<file path="src/rtl/alu_pipe.sv">
// Two-stage pipelined Hack-style ALU with valid/ready handshakes and zr/ng status.
// Define ALU_PIPE_FLAGS_EN to also register the adder carry-out and signed overflow.
module alu_pipe #(
  parameter int unsigned WIDTH = 16
) (
  input  logic             clk,
  input  logic             reset,
  input  logic             in_valid,
  output logic             in_ready,
  input  logic [WIDTH-1:0] x,
  input  logic [WIDTH-1:0] y,
  input  logic [5:0]       ctrl,
  output logic             out_valid,
  input  logic             out_ready,
  output logic [WIDTH-1:0] out,
  output logic             zr,
  output logic             ng,
  output logic             carry,
  output logic             ovf
);

  localparam int unsigned MSB = WIDTH - 1;

  logic             s1_valid_q, s1_valid_d;
  logic [WIDTH-1:0] xp_q, xp_d, yp_q, yp_d;
  logic             f_q, f_d, no_q, no_d;

  logic             s2_valid_q, s2_valid_d;
  logic [WIDTH-1:0] out_q, out_d;
  logic             zr_q, zr_d, ng_q, ng_d;

  logic             s2_adv, s1_adv, s1_load;
  logic [WIDTH-1:0] xz_c, yz_c, xp_c, yp_c;
  logic [WIDTH-1:0] sum_c, r_c, res_c;

  assign s2_adv   = !s2_valid_q || out_ready;
  assign s1_adv   = s1_valid_q && s2_adv;
  assign in_ready = !s1_valid_q || s2_adv;
  assign s1_load  = in_valid && in_ready;

  // Operand conditioning: optional zero, then optional invert.
  always_comb begin
    xz_c = ctrl[5] ? '0 : x;
    xp_c = ctrl[4] ? ~xz_c : xz_c;
    yz_c = ctrl[3] ? '0 : y;
    yp_c = ctrl[2] ? ~yz_c : yz_c;
  end

`ifdef ALU_PIPE_FLAGS_EN
  logic cout_c;
  assign {cout_c, sum_c} = {1'b0, xp_q} + {1'b0, yp_q};
`else
  assign sum_c = xp_q + yp_q;
`endif

  always_comb begin
    r_c   = f_q ? sum_c : (xp_q & yp_q);
    res_c = no_q ? ~r_c : r_c;
  end

  // Next-state for both stages; stage 2 only reloads when a real op moves up,
  // so outputs keep their last value through bubbles.
  always_comb begin
    s1_valid_d = s1_valid_q;
    xp_d       = xp_q;
    yp_d       = yp_q;
    f_d        = f_q;
    no_d       = no_q;
    s2_valid_d = s2_valid_q;
    out_d      = out_q;
    zr_d       = zr_q;
    ng_d       = ng_q;
    if (in_ready) s1_valid_d = in_valid;
    if (s1_load) begin
      xp_d = xp_c;
      yp_d = yp_c;
      f_d  = ctrl[1];
      no_d = ctrl[0];
    end
    if (s2_adv) s2_valid_d = s1_valid_q;
    if (s1_adv) begin
      out_d = res_c;
      zr_d  = (res_c == '0);
      ng_d  = res_c[MSB];
    end
  end

  always_ff @(posedge clk) begin
    if (reset) begin
      s1_valid_q <= 1'b0;
      xp_q       <= '0;
      yp_q       <= '0;
      f_q        <= 1'b0;
      no_q       <= 1'b0;
      s2_valid_q <= 1'b0;
      out_q      <= '0;
      zr_q       <= 1'b0;
      ng_q       <= 1'b0;
    end else begin
      s1_valid_q <= s1_valid_d;
      xp_q       <= xp_d;
      yp_q       <= yp_d;
      f_q        <= f_d;
      no_q       <= no_d;
      s2_valid_q <= s2_valid_d;
      out_q      <= out_d;
      zr_q       <= zr_d;
      ng_q       <= ng_d;
    end
  end

  assign out_valid = s2_valid_q;
  assign out       = out_q;
  assign zr        = zr_q;
  assign ng        = ng_q;

`ifdef ALU_PIPE_FLAGS_EN
  logic carry_q, carry_d, ovf_q, ovf_d;

  // Flags come from the raw add, before the output inversion.
  always_comb begin
    carry_d = carry_q;
    ovf_d   = ovf_q;
    if (s1_adv) begin
      carry_d = f_q && cout_c;
      ovf_d   = f_q && (xp_q[MSB] == yp_q[MSB]) && (sum_c[MSB] != xp_q[MSB]);
    end
  end

  always_ff @(posedge clk) begin
    if (reset) begin
      carry_q <= 1'b0;
      ovf_q   <= 1'b0;
    end else begin
      carry_q <= carry_d;
      ovf_q   <= ovf_d;
    end
  end

  assign carry = carry_q;
  assign ovf   = ovf_q;
`else
  assign carry = 1'b0;
  assign ovf   = 1'b0;
`endif

endmodule

</file>
<file path="config.mk">
export PLATFORM = sky130hd
export DESIGN_NAME = alu_pipe
export DESIGN_NICKNAME = d
export VERILOG_FILES = /design/src/rtl/alu_pipe.sv
export SDC_FILE = /design/constraint.sdc
export NUM_CORES = 1
export LEC_CHECK = 0
export CAP_MARGIN = 30
export CORE_ASPECT_RATIO = 1.1
export CORE_MARGIN = 2
export CORE_UTILIZATION = 23
export CTS_CLUSTER_DIAMETER = 50
export DETAILED_ROUTE_END_ITERATION = 7
export GPL_TIMING_DRIVEN = 0
export HOLD_SLACK_MARGIN = 0.1
export SYNTH_ARGS = -nofsm -noshare
export SYNTH_HDL_FRONTEND = slang
export SYNTH_SLANG_ARGS = --single-unit
</file>
<file path="constraint.sdc">
create_clock -name clk -period 6.99 [get_ports clk]
set_input_delay 0.699 -clock clk [delete_from_list [all_inputs] [get_ports clk]]
set_output_delay 0.699 -clock clk [all_outputs]
set_load 0.1 [all_outputs]
</file>
==> out/qor.csv <==
metric,value,unit
crit_path_start,out_ready,
insertion_delay,0.29,ns
cts_inserted_buffers,5,
post_cts_buffers,0,
num-fill-cells,1677,
clockRootBuffer,clkbuf_16,
p_total,0.8810,mW
cp.arrival,2.46,ns
grtUsageTotal,0.1137,
syn_inst,438,
setup_viol,0,
fin_worst_skew,0.007471,ns
crit_top_cell,clkdlybuf4s50_1,
syn_area,3543,um^2
gp_congestion,0.8685,
cts_sinks,53,
avgSynthCellArea,8.090,um^2
cp-endpoint,in_ready,
cts_resized,0,
min_period,3.157,ns
hold_viol,0,
clkTransAtPathRegs,0.06,ns
crit_path_end_kind,output pin,
seq_area_frac_synth,0.2994,
critical-path-top-delay-family,buffers and inverters,
ys_ff_latch,53,
finish.utilization,0.3014,
clockBufferDepth,2,
first_pass_iters,4,
crit_type,in -> out,
worstPathMaxFanout,5,
p_leak,1.615,nW
required,6.29,ns
relSlewSlack,0.3355,
cpMaxStageDelayCell,clkdlybuf4s50_1,
reg2reg_slack,3.86,ns
rows,47,
max_freq,316.8,MHz
initial_core_util,0.2354,
max_cap_viol_count,0,
timing.hold.ws,0.4530,ns
r2r_end,zr$_SDFFE_PP0P_,
dp_cells,693,
place_hpwl,7497,um
die_y,134.2,um
finalNonFillerCells,700,
antennaDiodeCount,0,
drc,0,
synth_area_leaders,"dfxtp_1, xnor2_1, a211oi_1",
drtAntennaViolNets,0,
crit_chain,"clkdlybuf4s50_1, nor2b_1, nand2_1, clkdlybuf4s50_1",
fin_crit_sh,0.4516,
synth.most_common_cell,nor2_1,
grt_pass1_wl,15040,um
placed_cell_area,4373,um^2
die_w,122.3,um
pin_count,64,
grt_max_degree,17,
fp.coreArea,15050,um^2
first_global_vias,3088,
ys_top_cells_by_count,"nor2_1, dfxtp_1, xnor2_1",
wl_per_cell,13.14,um
power_density,194.2,nW/um^2
synth_top_area_cell,dfxtp_1,
ys_dominant_reg_cell,dfxtp_1,
status,"complete, no violations",
report.final.slew_viol_count,0,
antenna_found_initial,0,
num_vias,3173,
cp.depth,4,
initialDrtViolationCount,114,
fin_setup_tns,0,ns
synthArstFlopShare,0,
cts_hold_buffers,0,
post-place-ws,3.833,ns
ir_drop,0.0001139,V
wirelength,9200,um
vias_per_cell,4.533,
drive_above_1_share,0.04563,
cts_tree,built,
final_cell_area,4537,um^2
worst_slack,3.833,ns
area_delta_synth_final,28.04,%
r2r-start,xp_q[0]$_SDFFE_PP0P_,
synth_top_area_frac,0.2994,
dieArea,16420,um^2
synth_edf_count,0,
cp-start-kind,input port,
critPathMaxStageDelay,1.13,ns
io_buffers,58,
grt_overflow,0,
hold_path.class,reg -> reg,
reg2reg_depth,11,
worst_slew_pin_slew,0.9936,ns
path_buf_inv,2,
fin_nets,563,
rsz0062_at_grt,no,
synth_warnings,0,
synth_cell_types,54,
htree_levels,2,
## worst register-to-register path, cell delays in order (launching register included)
cell       delay (ns)
dfxtp_1          0.33
ha_1             0.26
fa_1             0.43
a21o_1           0.24
a221o_1          0.30
a21oi_1          0.18
xnor2_1          0.14
mux2i_1          0.14
or4_1            0.49
mux2i_1          0.15
o2111ai_1        0.17
o31ai_2          0.21
## registers in the layout (all words and copies together) (netlist names)
| signal | flops |
|---|---|
| xp_q | 16 |
| out | 16 |
| no_q | 1 |
| yp_q | 16 |
| f_q | 1 |
| s1_valid_q | 1 |
| out_valid | 1 |
| zr | 1 |
## final cells by class
type / instances / area (um^2) / area share
buffer: 34 / 143.9 / 0.03172
clock buffer: 5 / 125.1 / 0.02758
clock inverter: 2 / 38.79 / 0.008549
inverter: 5 / 18.77 / 0.004137
multi-input combinational: 347 / 2323 / 0.5121
sequential: 53 / 1061 / 0.2339
tap: 196 / 245.2 / 0.05405
timing repair buffer: 58 / 580.6 / 0.1280
## kinds of logic after synthesis
| group | share of synthesized area |
|---|---|
| and+or+nand+nor | 0.2182 |
| AOI/OAI and AO/OA | 0.2105 |
| xor gates and xnor gates | 0.1310 |
| DFF | 0.2994 |
| buffers and inverters | 0.04590 |
| adders and majority gates | 0.06215 |
| muxes | 0.03178 |
| other | 0.001058 |
## placed cells by master, fill, tap and decap left out, types with 4 or more instances in the layout
| cell | Yosys | final |
|---|---|---|
| nor3_1 | 7 | 7 |
| o21ai_0 | 5 | 5 |
| clkbuf_16 | 0 | 5 |
| a211oi_1 | 37 | 37 |
| buf_1 | 4 | 4 |
| nor2b_1 | 35 | 35 |
| mux2i_1 | 9 | 9 |
| and2_1 | 4 | 4 |
| buf_2 | 4 | 4 |
| ha_1 | 16 | 16 |
| xnor2_1 | 50 | 50 |
| nor2_1 | 60 | 60 |
| nand2b_1 | 4 | 4 |
| dfxtp_1 | 53 | 53 |
| clkdlybuf4s50_1 | 0 | 58 |
| clkbuf_1 | 23 | 23 |
| a21oi_1 | 28 | 28 |
| nand3_1 | 4 | 4 |
| nand2_1 | 33 | 33 |
| inv_1 | 4 | 4 |
## layer usage
metal / vias to the layer above / track usage / part of all wire
met5: - / 0 / 0
met4: 0 / 0.02107 / 0.0062
met3: 4 / 0.01998 / 0.042
met2: 71 / 0.1895 / 0.44
met1: 1440 / 0.1543 / 0.51
li1: 1658 / - / -
## where the power goes
group          switching [mW]  internal, mW  total (mW)
Clock                   0.109         0.168       0.277
Sequential             0.0136         0.323       0.337
Combinational           0.159         0.107       0.267
## worst min-delay path by stage
stage / endpoint / cells after the start / startpoint / slack (ns)
6_report: out[9]$_SDFFE_PP0P_ / 2 / out[9]$_SDFFE_PP0P_ / 0.45
5_1_grt: out[4]$_SDFFE_PP0P_ / 2 / out[4]$_SDFFE_PP0P_ / 0.49
4_1_cts: out[6]$_SDFFE_PP0P_ / 2 / out[6]$_SDFFE_PP0P_ / 0.46
3_5_place_dp: out[6]$_SDFFE_PP0P_ / 2 / out[6]$_SDFFE_PP0P_ / 0.45
3_3_place_gp: out[6]$_SDFFE_PP0P_ / 2 / out[6]$_SDFFE_PP0P_ / 0.45
2_1_floorplan: yp_q[0]$_SDFFE_PP0P_ / 2 / yp_q[0]$_SDFFE_PP0P_ / 0.48
Power figures use the tool's default switching activity.
